--- src/rtl/mem_stream_reader_pkg.sv ---
// Shared types and constants for the memory stream reader.
// Optional stall statistics are enabled with MEM_STREAM_READER_STATS_EN.
package mem_stream_pkg;

    typedef enum logic [1:0] {
        IDLE,
        RUN,
        DRAIN
    } state_e;

    localparam int unsigned SKID_DEPTH = 2;
    localparam int unsigned STALL_W    = 16;
    localparam int unsigned MEM_RD_LAT = 1;

    function automatic logic [STALL_W-1:0] sat_inc(input logic [STALL_W-1:0] v);
        return (v == '1) ? v : v + 1'b1;
    endfunction

endpackage

--- src/rtl/mem_stream_reader_if.sv ---
// Command, memory read port and output stream bundle of the stream reader.
interface mem_stream_reader_if #(
    parameter int unsigned ADDR = 4,
    parameter int unsigned DATA = 8
);
    logic            start_valid;
    logic            start_ready;
    logic [ADDR-1:0] start_base;
    logic [ADDR:0]   start_len;

    logic            mem_wr;
    logic [ADDR-1:0] mem_addr;
    logic [DATA-1:0] mem_din;
    logic [DATA-1:0] mem_dout;

    logic            out_valid;
    logic            out_ready;
    logic [DATA-1:0] out_data;
    logic            out_last;
    logic            busy;

    modport master (
        input  start_valid, start_base, start_len, mem_dout, out_ready,
        output start_ready, mem_wr, mem_addr, mem_din, out_valid, out_data, out_last, busy
    );

    modport slave (
        output start_valid, start_base, start_len, mem_dout, out_ready,
        input  start_ready, mem_wr, mem_addr, mem_din, out_valid, out_data, out_last, busy
    );
endinterface

--- src/rtl/mem_stream_reader_skid.sv ---
// Two-entry FIFO holding {last, data} words returned from memory.
module stream_skid_fifo
    import mem_stream_pkg::*;
#(
    parameter int unsigned DATA = 8
) (
    input  logic          clk,
    input  logic          rst,
    input  logic          push,
    input  logic [DATA:0] push_data,
    input  logic          pop,
    output logic [DATA:0] head,
    output logic          full,
    output logic          empty,
    output logic [1:0]    count
);
    logic [DATA:0] slot_q [SKID_DEPTH];
    logic [DATA:0] slot_d [SKID_DEPTH];
    logic          wr_ptr_q, wr_ptr_d;
    logic          rd_ptr_q, rd_ptr_d;
    logic [1:0]    count_q, count_d;

    always_comb begin
        slot_d   = slot_q;
        wr_ptr_d = wr_ptr_q;
        rd_ptr_d = rd_ptr_q;
        if (push) begin
            slot_d[wr_ptr_q] = push_data;
            wr_ptr_d         = ~wr_ptr_q;
        end
        if (pop) begin
            rd_ptr_d = ~rd_ptr_q;
        end
        count_d = count_q + {1'b0, push} - {1'b0, pop};
    end

    always_ff @(posedge clk) begin
        if (rst) begin
            slot_q   <= '{default: '0};
            wr_ptr_q <= 1'b0;
            rd_ptr_q <= 1'b0;
            count_q  <= '0;
        end else begin
            slot_q   <= slot_d;
            wr_ptr_q <= wr_ptr_d;
            rd_ptr_q <= rd_ptr_d;
            count_q  <= count_d;
        end
    end

    assign head  = slot_q[rd_ptr_q];
    assign count = count_q;
    assign full  = (count_q == 2'(SKID_DEPTH));
    assign empty = (count_q == '0);

endmodule

--- src/rtl/mem_stream_reader.sv ---
// Sequential memory read engine: command in, valid/ready word stream out.
// Define MEM_STREAM_READER_STATS_EN to add the stall_count output.
module mem_stream_reader
    import mem_stream_pkg::*;
#(
    parameter int unsigned ADDR = 4,
    parameter int unsigned DATA = 8
) (
    input logic clk,
    input logic rst,
    mem_stream_reader_if.master bus
`ifdef MEM_STREAM_READER_STATS_EN
    ,
    output logic [STALL_W-1:0] stall_count
`endif
);
    state_e                state_q, state_d;
    logic [ADDR-1:0]       addr_q, addr_d;
    logic [ADDR:0]         len_q, len_d;
    logic [ADDR:0]         issued_q, issued_d;
    logic [ADDR:0]         pushed_q, pushed_d;
    logic [MEM_RD_LAT-1:0] inflight_q, inflight_d;
    logic                  busy_q, busy_d;
    logic                  start_ready_q, start_ready_d;
`ifdef MEM_STREAM_READER_STATS_EN
    logic [STALL_W-1:0]    stall_count_q, stall_count_d;
`endif

    logic          accept;
    logic          issue;
    logic          fifo_push;
    logic          fifo_pop;
    logic [DATA:0] fifo_head;
    logic          fifo_full;
    logic          fifo_empty;
    logic [1:0]    fifo_count;
    logic [2:0]    credit_used;
    logic          out_valid;

    assign out_valid = ~fifo_empty;
    assign accept    = bus.start_valid & start_ready_q;
    assign fifo_pop  = out_valid & bus.out_ready;
    assign fifo_push = inflight_q[0] & ~fifo_full;

    // A word popped this edge frees its slot in time for a read issued now,
    // which is what sustains one word per cycle with only two skid entries.
    assign credit_used = 3'(fifo_count) + 3'(inflight_q[0]) - 3'(fifo_pop);
    assign issue = (state_q == RUN) && (issued_q != len_q) &&
                   (credit_used < 3'(SKID_DEPTH));

    always_comb begin
        state_d    = state_q;
        addr_d     = addr_q;
        len_d      = len_q;
        issued_d   = issued_q;
        pushed_d   = pushed_q;
        busy_d     = busy_q;
        inflight_d = '0;
        inflight_d[0] = issue;

        if (fifo_push) begin
            pushed_d = pushed_q + 1'b1;
        end

        unique case (state_q)
            IDLE: begin
                if (accept) begin
                    addr_d   = bus.start_base;
                    len_d    = bus.start_len;
                    issued_d = '0;
                    pushed_d = '0;
                    if (bus.start_len != '0) begin
                        state_d = RUN;
                        busy_d  = 1'b1;
                    end
                end
            end
            RUN: begin
                if (issue) begin
                    addr_d   = addr_q + 1'b1;
                    issued_d = issued_q + 1'b1;
                    if (issued_q + 1'b1 == len_q) begin
                        state_d = DRAIN;
                    end
                end
            end
            DRAIN: begin
                if (fifo_pop && fifo_head[DATA]) begin
                    state_d = IDLE;
                    busy_d  = 1'b0;
                end
            end
            default: state_d = IDLE;
        endcase

        start_ready_d = (state_d == IDLE);
    end

`ifdef MEM_STREAM_READER_STATS_EN
    always_comb begin
        stall_count_d = stall_count_q;
        if (accept) begin
            stall_count_d = '0;
        end else if (out_valid && !bus.out_ready) begin
            stall_count_d = sat_inc(stall_count_q);
        end
    end
`endif

    always_ff @(posedge clk) begin
        if (rst) begin
            state_q       <= IDLE;
            addr_q        <= '0;
            len_q         <= '0;
            issued_q      <= '0;
            pushed_q      <= '0;
            inflight_q    <= '0;
            busy_q        <= 1'b0;
            start_ready_q <= 1'b1;
`ifdef MEM_STREAM_READER_STATS_EN
            stall_count_q <= '0;
`endif
        end else begin
            state_q       <= state_d;
            addr_q        <= addr_d;
            len_q         <= len_d;
            issued_q      <= issued_d;
            pushed_q      <= pushed_d;
            inflight_q    <= inflight_d;
            busy_q        <= busy_d;
            start_ready_q <= start_ready_d;
`ifdef MEM_STREAM_READER_STATS_EN
            stall_count_q <= stall_count_d;
`endif
        end
    end

    // Last flag is tagged by word count at capture, so address wrap is irrelevant.
    stream_skid_fifo #(
        .DATA(DATA)
    ) u_skid (
        .clk      (clk),
        .rst      (rst),
        .push     (fifo_push),
        .push_data({pushed_q + 1'b1 == len_q, bus.mem_dout}),
        .pop      (fifo_pop),
        .head     (fifo_head),
        .full     (fifo_full),
        .empty    (fifo_empty),
        .count    (fifo_count)
    );

    assign bus.start_ready = start_ready_q;
    assign bus.mem_wr      = 1'b0;
    assign bus.mem_addr    = addr_q;
    assign bus.mem_din     = '0;
    assign bus.out_valid   = out_valid;
    assign bus.out_data    = fifo_head[DATA-1:0];
    assign bus.out_last    = out_valid & fifo_head[DATA];
    assign bus.busy        = busy_q;
`ifdef MEM_STREAM_READER_STATS_EN
    assign stall_count     = stall_count_q;
`endif

endmodule

--- src/flat_wrapper.sv ---
// flat-port wrapper written by rule: the top's interface ports become plain ports
module mem_stream_reader_flat import mem_stream_pkg::*;
#(
    parameter int unsigned ADDR = 4,
    parameter int unsigned DATA = 8
)
  (clk, rst, bus_start_valid, bus_start_base, bus_start_len, bus_mem_dout, bus_out_ready, bus_start_ready, bus_mem_wr, bus_mem_addr, bus_mem_din, bus_out_valid, bus_out_data, bus_out_last, bus_busy);
  mem_stream_reader_if #(.ADDR(ADDR), .DATA(DATA)) bus_i ();
  input logic clk;
  input logic rst;
  input wire logic [$bits(bus_i.start_valid)-1:0] bus_start_valid;
  input wire logic [$bits(bus_i.start_base)-1:0] bus_start_base;
  input wire logic [$bits(bus_i.start_len)-1:0] bus_start_len;
  input wire logic [$bits(bus_i.mem_dout)-1:0] bus_mem_dout;
  input wire logic [$bits(bus_i.out_ready)-1:0] bus_out_ready;
  output wire logic [$bits(bus_i.start_ready)-1:0] bus_start_ready;
  output wire logic [$bits(bus_i.mem_wr)-1:0] bus_mem_wr;
  output wire logic [$bits(bus_i.mem_addr)-1:0] bus_mem_addr;
  output wire logic [$bits(bus_i.mem_din)-1:0] bus_mem_din;
  output wire logic [$bits(bus_i.out_valid)-1:0] bus_out_valid;
  output wire logic [$bits(bus_i.out_data)-1:0] bus_out_data;
  output wire logic [$bits(bus_i.out_last)-1:0] bus_out_last;
  output wire logic [$bits(bus_i.busy)-1:0] bus_busy;
  assign bus_i.start_valid = bus_start_valid;
  assign bus_i.start_base = bus_start_base;
  assign bus_i.start_len = bus_start_len;
  assign bus_i.mem_dout = bus_mem_dout;
  assign bus_i.out_ready = bus_out_ready;
  assign bus_start_ready = bus_i.start_ready;
  assign bus_mem_wr = bus_i.mem_wr;
  assign bus_mem_addr = bus_i.mem_addr;
  assign bus_mem_din = bus_i.mem_din;
  assign bus_out_valid = bus_i.out_valid;
  assign bus_out_data = bus_i.out_data;
  assign bus_out_last = bus_i.out_last;
  assign bus_busy = bus_i.busy;
  mem_stream_reader #(.ADDR(ADDR), .DATA(DATA)) u_core (.clk(clk), .rst(rst), .bus(bus_i));
endmodule
--- config.mk ---
export PLATFORM = sky130hd
export DESIGN_NAME = mem_stream_reader_flat
export DESIGN_NICKNAME = d
export VERILOG_FILES = /design/src/rtl/mem_stream_reader_pkg.sv /design/src/rtl/mem_stream_reader_if.sv /design/src/rtl/mem_stream_reader_skid.sv /design/src/rtl/mem_stream_reader.sv /design/src/flat_wrapper.sv
export SDC_FILE = /design/constraint.sdc
export NUM_CORES = 1
export LEC_CHECK = 0
export CORE_MARGIN = 2
export CORE_UTILIZATION = 36
export CTS_BUF_LIST = sky130_fd_sc_hd__clkbuf_4 sky130_fd_sc_hd__clkbuf_8
export DETAILED_ROUTE_END_ITERATION = 8
export SYNTH_ARGS = -nofsm -noshare
export SYNTH_HDL_FRONTEND = slang
export SYNTH_HIERARCHICAL = 1
export SYNTH_SLANG_ARGS = --single-unit
--- constraint.sdc ---
create_clock -name clk -period 2.7 [get_ports clk]
set_input_delay 0.405 -clock clk [delete_from_list [all_inputs] [get_ports clk]]
set_output_delay 0.405 -clock clk [all_outputs]
set_load 0.02 [all_outputs]
### Word level (Yosys, flattened, before mapping)

Cells that the tools add are included.

* add/subtract/negate cells: 7
* magnitude comparators: 4
* eq/ne operators: 10
* muxes and demuxes: 25
* bitwise operators: 10
* reduce and logical (&&, ||, !) cells: 13

Operator list (count)
* $mux W9: 4
* $mux W5: 5
* $bwmux W18: 1
* $add A5 B1 Y5 const B: 2
* $eq A5 B5 Y1: 2
* $mux W2: 5
* $pmux W5 S2: 1
* $demux W9 S1: 1
* $mux W4: 2
* $ne A2 B1 Y1 const B: 4
* $pmux W4 S2: 1
* $logic_not A2 Y1: 3
* $pmux W2 S3: 1
* $ne A5 B5 Y1: 1
* $reduce_bool A5 Y1: 1
* $add A4 B1 Y4 const B: 1
* $and A1 B1 Y1: 4
* $eq A2 B2 Y1 const B: 2
* $ge A2 B2 Y1 const B: 2
* $logic_and A1 B1 Y1: 4
* $not A1 Y1: 4
* $not A1 Y2: 2
* $reduce_and A4 Y1: 1
* $reduce_bool A2 Y1: 2
* 11 further kinds: 13

* bits in registers: 46
* input bits: 21
* output and inout bits: 25
* word-level logic and storage cells: 82

### Depth between registers and ports, before layout

Gate-level depths: netlist of run 1.

* depth after elaboration: 9
* gate-level depth with buffers: 11
* depth with buffers taken out: 10

### Modules after synthesis

The synthesis of run 1 kept the hierarchy.

By module, submodules not included
* mem_stream_reader: times used 1, cells an instance 166, area each 1417.6 µm², seq. area each 480.5 µm²
* stream_skid_fifo: times used 1, cells an instance 109, area each 928.4 µm², seq. area each 440.4 µm²

### Worst setup path after synthesis of run 1

Ideal clock, no wire load.

* path type: register to register
* start point: reg u_core.u_skid.count_q[1], in the netlist u_core/u_skid/count[1]
* end point: reg u_core.issued_q[3]
* library setup time: 71 ps
* arrival: 2513 ps
* path slack: 116 ps
* stages on the path, launching flop included: 11
* period minus slack after synthesis: 2584 ps
* path through: dfxtp_1 nor2_1 nor2b_1 nor2b_1 o21ai_0 fa_1 xor2_1 nor3b_4 o22ai_2 or3_1 a21oi_1

* longest elaborated chain between the ends: 8
* elaborated cells between the ends (all ways): 9
* those cells by class: add/sub: 2; order compare: 1; eq/ne: 1; bitwise: 2; reduce/logical: 3

Ends and longest elaborated chain
* from (decl): RTL line mem_stream_reader_skid.sv:21 `logic [1:0] count_q, count_d;`
* from (signal assigned): RTL line mem_stream_reader_skid.sv:47 `count_q <= count_d;`
* $logic_not A2 Y1: RTL line mem_stream_reader_skid.sv:54 `assign empty = (count_q == '0);`
* net u_core.fifo_empty: RTL line mem_stream_reader.sv:35 `logic fifo_empty;`
* $not A1 Y1: RTL line mem_stream_reader.sv:40 `assign out_valid = ~fifo_empty;`
* $and A1 B1 Y1: RTL line mem_stream_reader.sv:42 `assign fifo_pop = out_valid & bus.out_ready;`
* net u_core.fifo_pop: RTL line mem_stream_reader.sv:32 `logic fifo_pop;`
* $sub A3 B1 Y3: RTL line mem_stream_reader.sv:47 `assign credit_used = 3'(fifo_count) + 3'(inflight_q[0]) - 3'(fifo_pop);`
* $lt A3 B2 Y1: RTL line mem_stream_reader.sv:49 `(credit_used < 3'(SKID_DEPTH));`
* $logic_and A1 B1 Y1: RTL line mem_stream_reader.sv:48 `assign issue = (state_q == RUN) && (issued_q != len_q) &&`
* $ne A2 B1 Y1 (no line)
* $reduce_and A3 Y1 (no line)
* to (signal assigned): RTL line mem_stream_reader.sv:127 `issued_q <= issued_d;`
* to (decl): RTL line mem_stream_reader.sv:20 `logic [ADDR:0] issued_q, issued_d;`

The timed path passes the listed nets, and every way through them passes these cells.
A chain may end at the register's enable or synchronous reset.

### Worst setup path in the final report of run 1

* start point: in bus_out_ready
* end point: reg u_core.issued_q[3]

* longest elaborated chain between the ends: 6

Ends and longest elaborated chain
* from (decl): RTL line flat_wrapper.sv:15 `input wire logic [$bits(bus_i.out_ready)-1:0] bus_out_ready;`
* $and A1 B1 Y1: RTL line mem_stream_reader.sv:42
* net u_core.fifo_pop: RTL line mem_stream_reader.sv:32
* $sub A3 B1 Y3: RTL line mem_stream_reader.sv:47
* $lt A3 B2 Y1: RTL line mem_stream_reader.sv:49
* $logic_and A1 B1 Y1: RTL line mem_stream_reader.sv:48
* $ne A2 B1 Y1 (no line)
* $reduce_and A3 Y1 (no line)

The timed path passes the listed nets, and every way through them passes these cells.

==> results of run 1 <==
cells in the mapped netlist, drive strengths merged (2+ instances only):
library cell  number
ha                 5
clkbuf             6
nor3               2
nor3b              3
xnor2             12
inv                5
buf               17
mux2i              8
or3                7
or2                3
dfxtp             46
a21oi             31
nor2b              9
nand3             16
xor2               7
nand2             37
nand2b             4
and2               2
o21ai             11
nor2              19
mux2              10
metrics by stage:
| stage | area [sq um] | setup TNS (ns) | hold slack (ns) | power, mW | std cells |
|---|---|---|---|---|---|
| finish | 2910 | 0 | 0.455 | 2.32 | 395 |
| floorplan | 2380 | 0 | 0.433 | 1.55 | 283 |
| CTS | 2870 | 0 | 0.458 | 2.25 | 392 |
| global route | 2910 | -0.0220 | 0.479 | 2.47 | 395 |
| detailed placement | 2780 | -2.73 | 0.445 | 1.82 | 384 |
| global placement | 2780 | -1.89 | 0.440 | 1.80 | 384 |
logic make-up after synthesis:
kind of cell | Yosys count
multiplexers | 18
flip-flops | 46
other | 1
XOR/XNOR | 19
AND/OR/NAND/NOR | 106
AO/OA/AOI/OAI | 51
adder cells (fa/ha/maj) | 6
buffers and inverters | 28
area by class of cell:
cell class / instances / area, sq um
Fill cell: 613 / 3400
Multi-Input combinational cell: 210 / 1330
Sequential cell: 46 / 921
Timing Repair Buffer: 49 / 458
Tap cell: 77 / 96.3
Clock buffer: 5 / 68.8
Clock inverter: 3 / 21.3
Inverter: 5 / 18.8
flip-flops by register name (all words and copies together) (netlist names):
signal and flops:
u_core/state_q 2, u_core/pushed_q 5, u_core/bus.busy 1, u_core/bus.start_ready 1, u_core/issued_q 5, u_core/bus.mem_addr 4, u_core/u_skid/slot_q 18, u_core/u_skid/count 2
u_core/len_q 5, u_core/u_skid/rd_ptr_q 1, u_core/u_skid/wr_ptr_q 1, u_core/inflight_q 1
power breakdown:
part           internal, mW  switching, mW  total [mW]  leakage (nW)
Combinational         0.495          0.515        1.01         0.673
Sequential            0.776          0.113       0.888         0.373
Clock                 0.182          0.237       0.419        0.0441
what timing repair did:
action                     CTS  global route
gates resized for setup      0             4
setup endpoints to repair    0             9
setup buffers                0             2
path summary, 6_finish.rpt:
path / to / cells after the start
max: u_core/issued_q[3] / 11
min: u_core/u_skid/slot_q[12] / 2
max reg2reg: u_core/issued_q[3] / 11
min reg2reg: u_core/u_skid/slot_q[12] / 2
worst max-delay path, stage by stage:
cell,delay [ns]
sky130_fd_sc_hd__clkdlybuf4s50_1,0.39
sky130_fd_sc_hd__nor2b_1,0.14
sky130_fd_sc_hd__buf_4,0.15
sky130_fd_sc_hd__nor2b_1,0.11
sky130_fd_sc_hd__o21ai_1,0.08
sky130_fd_sc_hd__fa_1,0.38
sky130_fd_sc_hd__xor2_1,0.19
sky130_fd_sc_hd__nor3b_4,0.32
sky130_fd_sc_hd__o22ai_4,0.16
sky130_fd_sc_hd__or3_1,0.37
sky130_fd_sc_hd__a21oi_1,0.15
layer usage:
metal / vias up / wire length [microns] / track usage, %
li1: 1001 / - / -
met2: 29 / 2390 / 23.9
met3: 8 / 135 / 3.15
met1: 921 / 2370 / 18.4
met4: 0 / 87 / 5.05
met5: - / 0 / 0
==> summary.md, run 1 <==
| Metric | Value |
|---|---|
| Outcome | `finished, final reports clean` |
| Arrival time worst endpoint | `about 2.8 ns` |
| # IOs | `46` |
| Static leakage power | `about 1.1 nW` |
| Max Cap Violations | `0` |
| Post-Syn Area per Cell | `8.53 sq um` |
| Final worst path period share | `a little over nine tenths` |
| Fmax | `383 MHz` |
| Power density over the cells | `approximately 800 nW/um^2` |
| Launch point of the worst hold path | `u_core/u_skid/slot_q[12]` |
| Synthesis-to-layout area growth | `24.1%` |
| Synthesized-area fraction occupied by and/or/nand/nor cells | `between 20% and 30%` |
| Max FO, Critical Path | `7` |
| Most common cell after layout, fill and taps aside | `sky130_fd_sc_hd__dfxtp_1` |
| Placeable Area | `~6300 sq um` |
| Number of detailed-routing iterations run before antenna repair | `4` |
| Routability congestion estimate | `about 0.77` |
| Cell area after synthesis | `2350 sq um` |
| Max-slew violation count | `0` |
| Unique masters post-synth | `43` |
| Leading cell types by total area after synthesis | `sky130_fd_sc_hd__dfxtp_1, sky130_fd_sc_hd__a21oi_1, sky130_fd_sc_hd__nand2_1` |
| Mean number of vias per cell | `approximately 5.0` |
| Max Clock Skew | `between 0.008 and 0.009 ns` |
| Vias in the first global route | `1903` |
| Wire length per cell after detailed routing | `approximately 13 microns` |
| Pre-CTS setup slack | `-0.325 ns` |
| GRT Resource Usage Total | `between 10 and 15%` |
| Total number of vias | `slightly below 2000` |
| Worst max-slew margin expressed relative to the limit | `a little under three fifths` |
| Req. time, crit path | `about 2.9 ns` |
| Kind of end point of the critical path | `flip-flop` |
| Post-layout nets | `344` |
| Number of enable flip-flop cells after synthesis | `0` |
| Number of buffers added by the clock tree synthesis step | `5` |
| DRC | `0` |
| Clock Pin Slew Worst Setup and Hold Paths | `~0.090 ns` |
| Startpoint class of the critical path | `primary input` |
| Maximum number of pins on one net before global-route repair | `25` |
| Antenna diode count | `0` |
| Hold/Removal Path Class | `flip-flop to flip-flop` |
| Proportion of synthesized chip area in sequential cells | `around two fifths` |
| Adder-cell share of the synthesized area | `under 10%` |
| Worst-Skew Late Latency | `about 0.3 ns` |
| First-iteration detailed-routing DRC count | `84` |
| Initial antenna violation count | `0` |
| Final design utilization | `a little under half` |
| Launch point of the worst reg-to-reg path | `u_core/u_skid/count[1]` |
| Wire length of the first global-routing pass | `8.51 mm` |
| CTS tree | `done` |
| Worst-case setup margin in the final layout | `0.0881 ns` |
| Horizontal die dimension | `between 80 and 90 microns` |
| Commonest cells after routing, fill and taps aside | `sky130_fd_sc_hd__dfxtp_1, sky130_fd_sc_hd__clkdlybuf4s50_1, sky130_fd_sc_hd__nand2_1, sky130_fd_sc_hd__a21oi_1, sky130_fd_sc_hd__nor2_1` |
| Cells after Synth | `~280` |
| Number of standard-cell rows in the floorplan | `29` |
| Number of buffers between clock root and the deepest sink | `2` |
| Area of the die | `a little over 7000 sq um` |
| Total number of H-tree levels | `2` |
| Mux share of post-synthesis cell area | `under 10%` |
| Fraction of layout instances using a drive strength above 1 | `between 10% and 20%` |
| Syn. warnings | `6` |
| Top flip-flop cell by instance count after synthesis | `sky130_fd_sc_hd__dfxtp_1` |
| Number of setup violations in the final report | `0` |
| Height of the die | `approximately 85 microns` |
| Transition time at the pin with the least slew margin | `roughly 0.66 ns` |
| Count of antenna-violating nets left after detailed routing | `0` |
| Cell type with the highest aggregate area in the netlist | `sky130_fd_sc_hd__dfxtp_1` |
| Total number of clock tree sinks | `between 40 and 50` |
| Flop-to-flop setup slack | `0.15 ns` |
| Hold violation count in the final report | `0` |
| Post-synthesis compound-gate area fraction | `between 10% and 20%` |
| Total of buffers placed on input and output ports | `36` |
| Wire length after detailed routing | `approximately 5.0 mm` |
| Worst setup path startpoint | `bus_out_ready` |
| Yosys reg bits | `46` |
| Hold buffer count at cts | `0` |
| Initial standard-cell utilization of the core | `37.2%` |
| Share of synthesized registers carrying an async set or reset | `0%` |
| Area share of the largest cell type after synthesis | `39.3%` |
| Master cell of the clock root buffer | `sky130_fd_sc_hd__clkbuf_8` |
| CP Class | `primary input to flip-flop` |
| Combinational family with the most area after synthesis | `simple AND/OR/NAND/NOR gates` |
| Worst supply voltage drop on vdd | `~0.45 mV` |
| Grt ovf | `0` |
| Post-DP HPWL | `approximately 3.6 mm` |
| Final Critical Period | `between 2 and 3 ns` |
| Post-synthesis share of cell area spent on xor and xnor gates | `about 7.1%` |
Power figures use the tool's default switching activity.
==> inputs of run 2 (changes only) <==
--- a/config.mk
+++ b/config.mk
@@ -5,6 +5,7 @@
 export SDC_FILE = /design/constraint.sdc
 export NUM_CORES = 1
 export LEC_CHECK = 0
+export CAP_MARGIN = 20
 export CORE_MARGIN = 2
 export CORE_UTILIZATION = 36
 export CTS_BUF_LIST = sky130_fd_sc_hd__clkbuf_4 sky130_fd_sc_hd__clkbuf_8
==> constraint.sdc (replaced) <==
create_clock -name clk -period 2.29 [get_ports clk]
set_input_delay 0.3435 -clock clk [delete_from_list [all_inputs] [get_ports clk]]
set_output_delay 0.3435 -clock clk [all_outputs]
set_load 0.02 [all_outputs]
==> summary.md, run 2 (synthesis results as in run 1) <==
| Metric | Value |
|---|---|
| Area of the die | `7180 sq um (unchanged)` |
| Commonest cells after routing, fill and taps aside | `sky130_fd_sc_hd__dfxtp_1, sky130_fd_sc_hd__nand2_1, sky130_fd_sc_hd__clkdlybuf4s50_1, sky130_fd_sc_hd__a21oi_1, sky130_fd_sc_hd__nor2_1` |
| GRT Resource Usage Total | `14.4% (about the same)` |
| Launch point of the worst reg-to-reg path | `u_core/u_skid/count[0]` |
| Number of detailed-routing iterations run before antenna repair | `4 (unchanged)` |
| Startpoint class of the critical path | `flip-flop` |
| Wire length per cell after detailed routing | `12.4 microns (-1.6%)` |
| # IOs | `46 (unchanged)` |
| Worst supply voltage drop on vdd | `0.545 mV (+20%)` |
| Number of filler instances in the final layout | `631 (+2.9%)` |
| Static leakage power | `1.13 nW (+3.8%)` |
| Mean number of vias per cell | `4.93 (-0.60%)` |
| Total number of vias | `1962 (+0.15%)` |
| Horizontal die dimension | `84.7 microns (unchanged)` |
| Layer with the highest usage | `met2` |
| Switching part of the total power | `35.3% (-2.0 points)` |
| Clock Pin Slew Worst Setup and Hold Paths | `0.09 ns (about the same)` |
| Power density over the cells | `982 nW/um^2 (+23%)` |
| Kind of cell with the highest combined delay on the critical path | `simple AND/OR/NAND/NOR gates` |
| Master cell of the clock root buffer | `sky130_fd_sc_hd__clkbuf_8` |
| Bufs and invs on worst path | `0 (-2)` |
| Maximum number of pins on one net before global-route repair | `31 (+24%)` |
| Cell with the largest stage delay on the worst path | `sky130_fd_sc_hd__dfxtp_2` |
| Antenna diode count | `0 (unchanged)` |
| Hold buffer count at cts | `0 (unchanged)` |
| Placed cell count | `386 (+0.52%)` |
| Total number of H-tree levels | `2 (unchanged)` |
| Final worst path period share | `a little under 100%` |
| Wire length of the first global-routing pass | `8.42 mm (-1.1%)` |
| Height of the die | `84.7 microns (unchanged)` |
| Reg with most FFs | `u_core/u_skid/slot_q` |
| Synthesis-to-layout area growth | `28.7%` |
| Max Clock Skew | `0.00942 ns (+0.000560 ns)` |
| Count of antenna-violating nets left after detailed routing | `0 (unchanged)` |
| Met3 capacity usage during global routing | `2.65% (-0.49 points)` |
| Hold violation count in the final report | `0 (unchanged)` |
| Gate power share | `44.5% (+0.9 points)` |
| Routability congestion estimate | `0.794 (+3.2%)` |
| Setup repair after global routing missed its margin | `yes` |
| Pre-CTS setup slack | `-0.678 ns (-0.353 ns)` |
| CP Class | `flip-flop to flip-flop` |
| Worst setup path startpoint | `u_core/u_skid/count[0]` |
| Overall power of the completed layout | `2.96 mW (+28%)` |
| Final Critical Period | `2.28 ns` |
| Int Pwr | `1.92 mW (+32%)` |
| Post-layout nets | `347 (+0.87%)` |
| Number of standard-cell rows in the floorplan | `29 (unchanged)` |
| Worst-Skew Late Latency | `0.30 ns (about the same)` |
| Crit-path cells | `nor2_4 > nor2b_4 > nor2b_4 > o21ai_2 > fa_2 > xor2_2 > nor3b_4 > o22ai_4 > or3_1 > a21oi_1` |
| Max Cap Violations | `0 (unchanged)` |
| Req. time, crit path | `2.52 ns (-0.41 ns)` |
| Flip-flop count of the largest register after layout | `18 (unchanged)` |
| Outcome | `finished, final reports clean` |
| Arrival time worst endpoint | `2.51 ns (-0.33 ns)` |
| Sequential power share | `35.1% (-3.2 points)` |
| Number of setup violations in the final report | `0 (unchanged)` |
| Worst-case setup margin in the final layout | `0.0128 ns (-0.0753 ns)` |
| Final Instance Area | `3020 sq um (+3.7%)` |
| Total of buffers placed on input and output ports | `36 (unchanged)` |
| CP most frequent cell | `sky130_fd_sc_hd__nor2b_4` |
| Most common cell after layout, fill and taps aside | `sky130_fd_sc_hd__dfxtp_1` |
| Total number of clock tree sinks | `46 (unchanged)` |
| Met2 routing resource usage after global routing | `24.3% (+0.43 points)` |
| Max FO, Critical Path | `6 (-1)` |
| Max-slew violation count | `0 (unchanged)` |
| Placed cell area | `2820 sq um (+1.7%)` |
| WHS | `0.458 ns (+0.00234 ns)` |
| Clock share of power | `20.4% (+2.3 points)` |
| Placeable Area | `6310 sq um (unchanged)` |
| Number of buffers between clock root and the deepest sink | `2 (unchanged)` |
| Initial standard-cell utilization of the core | `37.2% (unchanged)` |
| DRC | `0 (unchanged)` |
| First-iteration detailed-routing DRC count | `73 (-13%)` |
| Fmax | `between 400 and 500 MHz` |
| Post-Layout Cell Count | `398 (+0.76%)` |
| Critical Path Max Stage Delay | `0.36 ns (-0.03 ns)` |
| Hold/Removal Path Class | `flip-flop to flip-flop` |
| Switching power | `1.05 mW (+21%)` |
| Post-DP HPWL | `3.56 mm (-0.42%)` |
| Met1 routing resource usage after global routing | `18.5% (+0.038 points)` |
| Kind of end point of the critical path | `flip-flop` |
| Vias in the first global route | `1835 (-3.6%)` |
| Number of buffers added by the clock tree synthesis step | `5 (unchanged)` |
| Wire length after detailed routing | `4.94 mm (-0.90%)` |
| Initial antenna violation count | `0 (unchanged)` |
| Grt ovf | `0 (unchanged)` |
| CTS tree | `done` |
| Fraction of layout instances using a drive strength above 1 | `15.9% (+3.9 points)` |
| Launch point of the worst hold path | `u_core/u_skid/slot_q[12]` |
-- run 2: final timing paths --
check | endpoint | slack [ns] | depth (start not counted)
worst max-delay path | u_core/issued_q[2] | 0.01 | 10
worst min-delay path | u_core/u_skid/slot_q[12] | 0.46 | 2
worst max register to register | u_core/issued_q[2] | 0.01 | 10
worst min register to register | u_core/u_skid/slot_q[12] | 0.46 | 2
-- run 2: timing repair --
item / CTS / global route
resized for setup: 5 / 3
cloned: 1 / 0
endpoints found under the setup margin: 10 / 7
buffers inserted: 3 / 0
pin swaps: 9 / 6
-- run 2: final cells by class --
type,instances,area (sq um),share of cell area [%]
tap,77,96.3,3.19
clock inverter,3,43.8,1.45
clock buffer,5,68.8,2.28
inverter,5,18.8,0.622
sequential,46,926,30.7
timing repair buffer,52,495,16.4
multi-input combinational,210,1370,45.4
-- run 2: power groups by stage --
stage	clock network, mW	registers, mW	logic, mW
2_1_floorplan	0	1.07	0.795
3_3_place_gp	0	1.06	1.15
3_5_place_dp	0	1.06	1.17
4_1_cts	0.629	1.04	1.32
5_1_grt	0.659	1.07	1.44
6_report	0.604	1.04	1.32
-- run 2: worst reg2reg max path, stage by stage (launching register included) --
cell	delay, ns
sky130_fd_sc_hd__dfxtp_2	0.36
sky130_fd_sc_hd__nor2_4	0.05
sky130_fd_sc_hd__nor2b_4	0.13
sky130_fd_sc_hd__nor2b_4	0.18
sky130_fd_sc_hd__o21ai_2	0.07
sky130_fd_sc_hd__fa_2	0.35
sky130_fd_sc_hd__xor2_2	0.17
sky130_fd_sc_hd__nor3b_4	0.30
sky130_fd_sc_hd__o22ai_4	0.16
sky130_fd_sc_hd__or3_1	0.33
sky130_fd_sc_hd__a21oi_1	0.14
-- run 2: metrics by stage --
step | util [%] | TNS (ns)
6_report | 47.8 | 0
4_1_cts | 47.6 | 0
5_1_grt | 47.8 | -0.389
3_5_place_dp | 44.7 | -5.95
2_1_floorplan | - | 0
3_3_place_gp | 44.7 | -5.40
-- run 2: per-layer routing --
metal  vias to the layer above  wire length [microns]  part of all wire [%]
li1                       1007                      -                     -
met4                         0                     57                   1.2
met2                        39                   2430                    49
met5                         -                      0                     0
met1                       911                   2270                    46
met3                         5                    183                   3.7
==> inputs of run 3 (changes only) <==
--- a/config.mk
+++ b/config.mk
@@ -7,9 +7,11 @@
 export LEC_CHECK = 0
 export CAP_MARGIN = 20
 export CORE_MARGIN = 2
-export CORE_UTILIZATION = 36
+export CORE_UTILIZATION = 40
 export CTS_BUF_LIST = sky130_fd_sc_hd__clkbuf_4 sky130_fd_sc_hd__clkbuf_8
 export DETAILED_ROUTE_END_ITERATION = 8
+export MAX_ROUTING_LAYER = met4
+export PLACE_DENSITY = 0.67
 export SYNTH_ARGS = -nofsm -noshare
 export SYNTH_HDL_FRONTEND = slang
 export SYNTH_HIERARCHICAL = 1
==> summary.md, run 3 (synthesis results as in run 1) <==
| Metric | Value |
|---|---|
| Final worst path period share | `102% (+2.5 points)` |
| Placeable Area | `5570 sq um (-12%)` |
| First-iteration detailed-routing DRC count | `105 (+44%)` |
| Power density over the cells | `969 nW/um^2 (-1.3%)` |
| Total of buffers placed on input and output ports | `36 (unchanged)` |
| Startpoint class of the critical path | `flip-flop` |
| GRT Resource Usage Total | `17.2% (+2.8 points)` |
| Int Pwr | `1.84 mW (-4.0%)` |
| Worst max-slew margin expressed relative to the limit | `49.0%` |
| Failing checks | `setup timing` |
| Hold violation count in the final report | `0 (unchanged)` |
| Total negative setup slack | `-0.0902 ns (-0.0902 ns)` |
| Count of antenna-violating nets left after detailed routing | `0 (unchanged)` |
| Total number of clock tree sinks | `46 (unchanged)` |
| Wire length per cell after detailed routing | `12.7 microns (+2.2%)` |
| Wire length of the first global-routing pass | `8.50 mm (+0.97%)` |
| Transition time at the pin with the least slew margin | `between 0.7 and 0.8 ns` |
| WHS | `0.459 ns (+0.000982 ns)` |
| Synthesis-to-layout area growth | `29.2%` |
| Worst-case setup margin in the final layout | `-0.0449 ns (-0.0577 ns)` |
| Number of setup violations in the final report | `5 (+5)` |
| Static leakage power | `1.14 nW (+0.28%)` |
| Gate power share | `47.3% (+2.8 points)` |
| Area of the die | `6490 sq um (-9.5%)` |
| Initial antenna violation count | `0 (unchanged)` |
| Number of standard-cell rows in the floorplan | `27 (-6.9%)` |
| Outcome | `finished, violations left` |
| Req. time, crit path | `2.48 ns (-0.04 ns)` |
| Placed cell area | `2830 sq um (+0.31%)` |
| Antenna diode count | `0 (unchanged)` |
| Height of the die | `80.6 microns (-4.9%)` |
| Hold buffer count at cts | `0 (unchanged)` |
| Reg with most FFs | `u_core/u_skid/slot_q` |
| Clock Pin Slew Worst Setup and Hold Paths | `0.09 ns (about the same)` |
| Total number of H-tree levels | `2 (unchanged)` |
| Kind of end point of the critical path | `flip-flop` |
| Routability congestion estimate | `0.786 (-0.94%)` |
| Setup repair after global routing missed its margin | `yes` |
| Pre-CTS setup slack | `-0.633 ns (+0.0444 ns)` |
| CTS tree | `done` |
| Grt ovf | `0 (unchanged)` |
| Final Instance Area | `3030 sq um (+0.41%)` |
| Number of detailed-routing iterations run before antenna repair | `4 (unchanged)` |
| Overall power of the completed layout | `2.94 mW (-0.91%)` |
| Clock share of power | `17.3% (-3.1 points)` |
| Number of buffers between clock root and the deepest sink | `2 (unchanged)` |
| Flip-flop count of the largest register after layout | `18 (unchanged)` |
| Max Clock Skew | `0.0102 ns (+0.000825 ns)` |
| Worst-Skew Late Latency | `0.31 ns (about the same)` |
| Total number of vias | `1972 (+0.51%)` |
| Max FO, Critical Path | `6 (unchanged)` |
| Final Critical Period | `2.33 ns (+0.0577 ns)` |
| Worst supply voltage drop on vdd | `0.612 mV (+12%)` |
| Horizontal die dimension | `80.6 microns (-4.9%)` |
| Post-DP HPWL | `3.52 mm (-1.2%)` |
| DRC | `0 (unchanged)` |
| Master cell of the clock root buffer | `sky130_fd_sc_hd__clkbuf_8` |
| Vias in the first global route | `1818 (-0.93%)` |
| Commonest cells after routing, fill and taps aside | `sky130_fd_sc_hd__dfxtp_1, sky130_fd_sc_hd__nand2_1, sky130_fd_sc_hd__clkdlybuf4s50_1, sky130_fd_sc_hd__a21oi_1, sky130_fd_sc_hd__nor2_1` |
| Post-layout nets | `351 (+1.2%)` |
| Arrival time worst endpoint | `2.52 ns (about the same)` |
| Switching part of the total power | `37.3% (+2.0 points)` |
| # IOs | `46 (unchanged)` |
| Sequential power share | `35.5% (+0.4 points)` |
| Switching power | `1.10 mW (+4.8%)` |
| CP Class | `flip-flop to flip-flop` |
| Sequential cell area in the final layout | `926 sq um (unchanged)` |
| Most common cell after layout, fill and taps aside | `sky130_fd_sc_hd__dfxtp_1` |
| Fraction of layout instances using a drive strength above 1 | `16.9% (+1.0 points)` |
| Total area of multi-input combinational cells | `1390 sq um (+1.2%)` |
| Number of filler instances in the final layout | `543 (-14%)` |
| Wire length after detailed routing | `5.04 mm (+1.9%)` |
| Fmax | `428 MHz (-2.5%)` |
| Initial standard-cell utilization of the core | `42.1% (+4.9 points)` |
| Number of buffers added by the clock tree synthesis step | `5 (unchanged)` |
| Max Cap Violations | `0 (unchanged)` |
| Maximum number of pins on one net before global-route repair | `25 (-19%)` |
| Hold/Removal Path Class | `flip-flop to flip-flop` |
| Max-slew violation count | `0 (unchanged)` |
| Mean number of vias per cell | `4.97 (+0.76%)` |
[run 3: worst max-delay path: stages, from the launching register on]
cell	delay, ns
sky130_fd_sc_hd__dfxtp_4	0.36
sky130_fd_sc_hd__nor2_4	0.04
sky130_fd_sc_hd__nor2b_4	0.14
sky130_fd_sc_hd__nor2b_4	0.18
sky130_fd_sc_hd__o21ai_2	0.08
sky130_fd_sc_hd__fa_2	0.37
sky130_fd_sc_hd__xor2_2	0.16
sky130_fd_sc_hd__nor3b_4	0.26
sky130_fd_sc_hd__buf_4	0.17
sky130_fd_sc_hd__o22ai_4	0.08
sky130_fd_sc_hd__buf_4	0.17
sky130_fd_sc_hd__mux2i_1	0.13
sky130_fd_sc_hd__nor2_1	0.05
[run 3: path summary, 6_finish.rpt]
kind                                               from                 endpoint  slack (ns)  cells after the start
worst max-delay path             u_core/u_skid/count[1]       u_core/issued_q[1]       -0.04                     12
worst max register to register   u_core/u_skid/count[1]       u_core/issued_q[1]       -0.04                     12
worst min register to register  u_core/u_skid/slot_q[1]  u_core/u_skid/slot_q[1]        0.46                      2
worst min-delay path            u_core/u_skid/slot_q[1]  u_core/u_skid/slot_q[1]        0.46                      2
[run 3: stage by stage]
step,util [%],cells
global placement,50.8,383
CTS,53.7,396
finish,54.4,397
floorplan,-,283
detailed placement,50.8,383
global route,54.4,397
[run 3: metal layers]
metal | up-vias | part of all wire, % | track usage, %
met3 | 5 | 3.2 | 3.93
met1 | 913 | 48 | 22.3
met4 | 0 | 1.6 | 6.78
met2 | 41 | 47 | 26.2
met5 | - | 0 | -
li1 | 1013 | - | -
[run 3: power groups by stage]
stage               clock network, mW  registers, mW  logic (mW)
global placement                    0           1.05        1.15
finish                          0.507           1.04        1.39
CTS                             0.520           1.04        1.32
detailed placement                  0           1.06        1.17
floorplan                           0           1.07       0.795
global route                    0.558           1.06        1.50
[run 3: repair_timing]
action / CTS / global route
cloned: 1 / 0
buffers inserted: 4 / 1
endpoints found under the setup margin: 10 / 11
gates resized for setup: 7 / 5
pin swaps: 11 / 11
[run 3: area by class of cell]
cell class / instances / share of cell area (%)
sequential: 46 / 30.5
multi-input combinational: 210 / 45.7
clock inverter: 3 / 0.702
timing repair buffer: 56 / 17.2
inverter: 5 / 0.619
tap: 72 / 2.97
clock buffer: 5 / 2.27
